File: src/rtl/fht_pkg.sv
// Shared types, defaults and helpers for the FHT sample loader.
package fht_pkg;

    localparam int N_DEFAULT     = 1024;
    localparam int A_BIT_DEFAULT = 8;
    localparam int ADC_W_DEFAULT = 15;
    localparam int N_BANKS       = 4;
    localparam int GAP_CYCLES    = 2;

    typedef enum logic [2:0] {
        ST_IDLE,
        ST_LOAD,
        ST_GAP,
        ST_START,
        ST_WAIT_FHT
    } state_t;

    // Quarter index to bank index: quarters 0,1,2,3 land in banks 0,2,1,3.
    function automatic logic [1:0] bitrev2(input logic [1:0] q);
        return {q[0], q[1]};
    endfunction

    function automatic logic [N_BANKS-1:0] bank_we(input logic [1:0] bank);
        return N_BANKS'(1) << bank;
    endfunction

endpackage

File: src/rtl/fht_loader.sv
// Captures one N-point frame of ADC samples into the four FHT banks and starts the transform.
// Optional overflow counter output oOVF_CNT is built when FHT_LOADER_OVF_CNT_EN is defined.
module fht_loader
    import fht_pkg::*;
#(
    parameter int N     = N_DEFAULT,
    parameter int A_BIT = A_BIT_DEFAULT,
    parameter int ADC_W = ADC_W_DEFAULT
) (
    input  logic                    iCLK,
    input  logic                    iRESET,
    input  logic signed [ADC_W-1:0] iADC_DATA,
    input  logic                    iADC_VALID,
    input  logic                    iEN,
    input  logic                    iFHT_RDY,
    output logic signed [ADC_W-1:0] oDATA,
    output logic [A_BIT-1:0]        oADDR_WR,
    output logic [N_BANKS-1:0]      oWE,
    output logic                    oSTART,
    output logic                    oBUSY,
    output logic                    oFRAME_DONE
`ifdef FHT_LOADER_OVF_CNT_EN
    ,
    output logic [15:0]             oOVF_CNT
`endif
);

    localparam int K_W = A_BIT + 2;
    localparam logic [K_W-1:0] K_LAST = K_W'(N - 1);

    state_t               state;
    state_t               state_nxt;
    logic [K_W-1:0]       k;
    logic [1:0]           cnt;
    logic                 accept;
    logic                 load_entry;
    logic [N_BANKS-1:0]   we_d;
    logic                 start_d;
    logic                 done_d;

    always_ff @(posedge iCLK or negedge iRESET) begin
        if (!iRESET) state <= ST_IDLE;
        else         state <= state_nxt;
    end

    always_comb begin
        state_nxt = state;
        case (state)
            ST_IDLE:     if (iEN && iFHT_RDY) state_nxt = ST_LOAD;
            ST_LOAD:     if (iADC_VALID && k == K_LAST) state_nxt = ST_GAP;
            ST_GAP:      if (cnt == 2'(GAP_CYCLES - 1)) state_nxt = ST_START;
            ST_START:    state_nxt = ST_WAIT_FHT;
            // cnt==0 is the first WAIT_FHT cycle, where fht_top may still show the old RDY
            ST_WAIT_FHT: if (cnt != 2'd0 && iFHT_RDY) state_nxt = ST_IDLE;
            default:     state_nxt = ST_IDLE;
        endcase
    end

    always_comb begin
        accept     = (state == ST_LOAD) && iADC_VALID;
        load_entry = (state == ST_IDLE) && (state_nxt == ST_LOAD);
        we_d       = accept ? bank_we(bitrev2(k[A_BIT+1:A_BIT])) : '0;
        start_d    = (state == ST_START);
        done_d     = (state == ST_WAIT_FHT) && (cnt != 2'd0) && iFHT_RDY;
        oBUSY      = (state != ST_IDLE);
    end

    // k wraps naturally from N-1 to 0 because N == 2**K_W
    always_ff @(posedge iCLK or negedge iRESET) begin
        if (!iRESET) begin
            k   <= '0;
            cnt <= '0;
        end else begin
            if (load_entry)  k <= '0;
            else if (accept) k <= k + K_W'(1);
            if (state_nxt != state) cnt <= '0;
            else if (cnt != 2'd3)   cnt <= cnt + 2'd1;
        end
    end

    always_ff @(posedge iCLK or negedge iRESET) begin
        if (!iRESET) begin
            oWE         <= '0;
            oSTART      <= 1'b0;
            oFRAME_DONE <= 1'b0;
            oDATA       <= '0;
            oADDR_WR    <= '0;
        end else begin
            oWE         <= we_d;
            oSTART      <= start_d;
            oFRAME_DONE <= done_d;
            if (accept) begin
                oDATA    <= iADC_DATA;
                oADDR_WR <= k[A_BIT-1:0];
            end
        end
    end

`ifdef FHT_LOADER_OVF_CNT_EN
    // Samples offered while armed but not loading are lost; count them, saturating.
    always_ff @(posedge iCLK or negedge iRESET) begin
        if (!iRESET)
            oOVF_CNT <= '0;
        else if (load_entry)
            oOVF_CNT <= '0;
        else if (iADC_VALID && iEN && state != ST_LOAD && oOVF_CNT != 16'hFFFF)
            oOVF_CNT <= oOVF_CNT + 16'd1;
    end
`endif

endmodule
File: config.mk
export PLATFORM = sky130hd
export DESIGN_NAME = fht_loader
export DESIGN_NICKNAME = d
export VERILOG_FILES = /design/src/rtl/fht_pkg.sv /design/src/rtl/fht_loader.sv
export SDC_FILE = /design/constraint.sdc
export NUM_CORES = 1
export LEC_CHECK = 0
export CAP_MARGIN = 40
export CORE_UTILIZATION = 46
export DETAILED_ROUTE_END_ITERATION = 8
export PLACE_DENSITY = 0.88
export SLEW_MARGIN = 20
export SYNTH_ARGS = -nofsm -noshare
export SYNTH_HDL_FRONTEND = slang
export SYNTH_SLANG_ARGS = --single-unit
File: constraint.sdc
create_clock -name iCLK -period 2.2 [get_ports iCLK]
set_input_delay 0.22 -clock iCLK [delete_from_list [all_inputs] [get_ports iCLK]]
set_output_delay 0.22 -clock iCLK [all_outputs]
set_load 0.01 [all_outputs]
* After elaboration in Yosys (flattened, before gate mapping)
Index checks and enable logic that the tools add are counted.
Operators by class: shift-type cells 1, multiplexer cells 10, reduce and logical (&&, ||, !) cells 12, add/sub/neg operators 2, equality and inequality tests 9
Operators by type and width (count):
- 2-to-1 mux 10 bit | 2
- case mux 3 bit (5 select lines) | 1
- 2-to-1 mux 3 bit | 4
- adder 10 x 1 -> 10 bit (second input constant) | 1
- equality test 10 bit (second input constant) | 1
- logical AND 1 bit | 7
- equality test 3 x 1 -> 1 bit (second input constant) | 2
- equality test 3 x 2 -> 1 bit (second input constant) | 2
- nonzero test 2 bit | 3
- 2-to-1 mux 2 bit | 2
- 2-to-1 mux 4 bit | 1
- left shift 1 x 2 -> 4 bit (first input constant) | 1
- equality test 3 bit (second input constant) | 1
- logical NOT 3 bit | 1
- inequality test 3 bit | 1
- nonzero test 3 bit | 1
- adder 2 x 1 -> 2 bit (second input constant) | 1
- equality test 2 x 1 -> 1 bit (second input constant) | 1
- inequality test 2 bit (second input constant) | 1
Storage, ports and cells: word-level logic and storage cells 42, input bits 20, output and inout bits 30, bits in registers 44

* Depth between registers and ports, before layout
depth after elaboration 7, gate-level depth with buffers 6, depth with buffers taken out 6

* Worst setup path before layout
No wires, ideal clock.
kind register to register, from register state[2], to register cnt[1], data required time 2081 ps, path buffers 1, cell stages (with the launch flop) 6, period minus slack after synthesis 1410 ps, setup slack 790 ps, arrival 1291 ps, setup time 119 ps, path through dfrtp_1 > buf_2 > or3_4 > or2_0 > nand4b_1 > nor2_1
On the way: word-level cells in the longest chain between the ends 4, elaborated cells between the ends (all ways) 13, classes of those cells 5 x eq/ne; 6 x mux; 2 x reduce/logical
Ends and longest elaborated chain:
- start: declaration | line fht_loader.sv:31 | state_t state;
- start signal: assignment | line fht_loader.sv:43 | else state <= state_nxt;
- equality test 3 bit, or another cell as far along | line fht_loader.sv:48 | case (state)
- case mux 3 bit (5 select lines) | line fht_loader.sv:48
- inequality test 3 bit * | line fht_loader.sv:76 | if (state_nxt != state) cnt <= '0;
- 2-to-1 mux 2 bit or nonzero test 2 bit (tied branches)
- end signal: assignment | line fht_loader.sv:77 | else if (cnt != 2'd3) cnt <= cnt + 2'd1;
- end: declaration | line fht_loader.sv:34 | logic [1:0] cnt;
Mark *: on every way between the ends. The rest lies on a longest branch, timed or not. A chain may end at the register's enable or synchronous reset.

* Worst setup path after layout
from register state[2], to output oBUSY
On the way: word-level cells in the longest chain between the ends 1
Ends and longest elaborated chain:
- nonzero test 3 bit | line fht_loader.sv:65 | oBUSY = (state != ST_IDLE);
- end: declaration | line fht_loader.sv:20 | output logic oBUSY,
No other way between the ends.

==> impl_metrics.env <==
export IMPL_max_stage_delay_ns=0.48
export IMPL_setup_slack_ns=0.281
export IMPL_final_common_cell="nand2_1"
export IMPL_relSlewSlack=0.644
export IMPL_clock_latency_ns=0.30
export IMPL_clock_path_buffers=2
export IMPL_yosys_area_top_type="dfrtp_1"
export IMPL_antenna_found_initial=0
export IMPL_drt_initial_drc_count=50
export IMPL_die_w_um=66.3
export IMPL_clkTransAtPathRegs_ns=0.08
export IMPL_hp_class="primary input to async pin"
export IMPL_rows=23
export IMPL_grt_max_degree=28
export IMPL_p_sw_frac=0.311
export IMPL_required_ns=1.98
export IMPL_yosysTopAreaCellShare=0.579
export IMPL_cts_htree_levels=2
export IMPL_pwr_share_comb=0.290
export IMPL_io_pins=50
export IMPL_viasPerCell=4.95
export IMPL_post_cts_buffers=0
export IMPL_firstDrtPassIters=4
export IMPL_clockRootBuffer="clkbuf_8"
export IMPL_grt_setup_unrepaired="false"
export IMPL_reg2reg_to="k[7]"
export IMPL_pre_cts_ws_ns=0.386
export IMPL_syn2layout_area_growth_pct=33.8
export IMPL_seq_power_share=0.481
export IMPL_period_minus_slack_ns=1.92
export IMPL_power_leakage_nw=1.24
export IMPL_multiInputGateArea_um2=747
export IMPL_gp_congestion=0.777
export IMPL_vias=1505
export IMPL_syn_area_um2=1900
export IMPL_synth_area_leaders="dfrtp_1, nand2_1, xor2_1"
export IMPL_dieArea_um2=4400
export IMPL_cts_sinks=44
export IMPL_setup_tns_ns=0
export IMPL_cts_tree="done"
export IMPL_power_net_switching_w=0.000707
export IMPL_ys_ff_latch=44
export IMPL_routed_wl_um=3760
export IMPL_setup_violations=0
export IMPL_fillers=326
export IMPL_crit_chain="or3_4, clkdlybuf4s50_1"
export IMPL_cp_slowest_cell="dfrtp_1"
export IMPL_avgSynthCellArea_um2=9.51
export IMPL_status="complete, no violations"
export IMPL_rrSetupSlack_ns=0.50
export IMPL_ys_warn_count=0
export IMPL_clkPwrFrac=0.229
export IMPL_diodes=0
export IMPL_fmax_mhz=521
export IMPL_nNetsFinal=277
export IMPL_io_buffers=49
export IMPL_grt_first_pass_wirelength_um=6420
export IMPL_synth_seq_area_share=0.579
export IMPL_worstSetupPathType="register to output pin"
export IMPL_syn_nets=224
export IMPL_final_hold_viol_count=0
export IMPL_cp_arrival_ns=1.70
export IMPL_rr_worst_depth=5
export IMPL_postRouteAntennaNets=0
export IMPL_min_period_over_period=0.872
export IMPL_start_util=0.479
export IMPL_max_cap_violations=0
export IMPL_cp_max_fo=11
export IMPL_post_dp_hpwl_um=2650
export IMPL_die_h_um=66.3
export IMPL_rr_startpoint="state[1]"
export IMPL_drive_gt1_frac=0.0669
export IMPL_ir_drop_uv=375
export IMPL_synth_cells=200
export IMPL_final_setup_skew_ns=0.00387
export IMPL_worstMarginPinSlew_ns=0.535
export IMPL_seq_area_um2=1100
export IMPL_synth_distinct_cells=34
export IMPL_drc=0
export IMPL_cts_buffers=5
export IMPL_wl_per_cell_um=12.4
export IMPL_mostFrequentLayoutCells="nand2_1, clkdlybuf4s50_1, dfrtp_1"
export IMPL_grt_overflow=0
export IMPL_first_global_vias=1441
export IMPL_grtUsageTotal=0.198
export IMPL_core_area_um2=3970
export IMPL_p_per_area_nw_per_um2=892
export IMPL_intPower_w=0.00156
export IMPL_crit_path_start_kind="register"
export IMPL_slew_violations=0
export IMPL_endpoint_kind="output pin"
## through the flow
stage	instances	hold slack [ns]	utilization	power [W]	instance area, um^2
after global routing	304	0.470	0.641	0.00244	2540
final	304	0.435	0.641	0.00227	2540
after global placement	295	0.225	0.615	0.00174	2440
after CTS	304	0.439	0.641	0.00229	2540
after detailed placement	295	0.223	0.615	0.00177	2440
after floorplan	200	-0.0756	-	0.00144	1900
## power groups by stage
| stage | Combinational, W | Clock, W | Sequential [W] |
|---|---|---|---|
| final | 0.000658 | 0.000520 | 0.00109 |
| after global routing | 0.000750 | 0.000566 | 0.00112 |
| after CTS | 0.000669 | 0.000530 | 0.00109 |
| after detailed placement | 0.000658 | 0 | 0.00111 |
| after global placement | 0.000637 | 0 | 0.00110 |
| after floorplan | 0.000303 | 0 | 0.00113 |
## Yosys cell counts (all sizes together)
library cell	n
clkbuf	1
and3	3
nand3	4
nor4b	1
a21o	1
and2	3
nand4b	1
nor3b	1
ha	4
or2	1
and4	1
nand4	5
o21ai	4
buf	8
nor2b	1
xor2	8
nand2	78
or3	2
dfrtp	44
o31ai	1
nand2b	2
o32ai	1
nor2	15
a32o	1
inv	2
xnor2	1
and4bb	1
mux2i	1
nor3	1
a21oi	3
## layout make-up
class	count	share of cell area
sequential	44	0.433
clock buffer	6	0.0325
timing repair buffer	55	0.210
clock inverter	2	0.00394
tap	50	0.0246
inverter	2	0.00295
multi-input combinational	145	0.294
## routing by layer
metal,up-vias,GRT usage,part of all wire
met4,0,0.0878,0.018
met3,7,0.0448,0.066
li1,751,-,-
met5,-,0,0
met1,704,0.245,0.45
met2,43,0.328,0.47
## worst max-delay path, delay by kind of cell, from the launching register on
family                 cells  cell delay, ns
DFF                        1            0.48
and+or+nand+nor            1            0.44
buffers and inverters      1            0.48
## how the worst max path moves through the flow
stage          slack [ns]  cells after the start     end       start
3_3_place_gp         0.45                      6    k[6]  iADC_VALID
5_1_grt              0.22                      2   oBUSY    state[2]
4_1_cts              0.27                      2   oBUSY    state[2]
3_5_place_dp         0.39                      6    k[7]  iADC_VALID
2_1_floorplan        0.79                      5  cnt[1]    state[2]
6_report             0.28                      2   oBUSY    state[2]
## flip-flops by register name (all words and copies together), names as in the netlist
signal       flops
cnt              2
k               10
oADDR_WR         8
oDATA           15
oFRAME_DONE      1
oSTART           1
oWE              4
state            3
## kinds of logic after synthesis
family,after synthesis,synth area share
AOI/OAI and AO/OA,11,0.0362
xor gates and xnor gates,9,0.0414
adders and majority gates,4,0.0263
buffers and inverters,11,0.0283
DFF,44,0.579
muxes,1,0.00526
and+or+nand+nor,120,0.284
## repair_timing
item | CTS | global route
hold endpoints to repair | 22 | 0
resized for setup | 0 | 0
endpoints found under the setup margin | 0 | 0
hold buffers | 1 | 0
No activity file was read; power rests on OpenSTA's default activity.
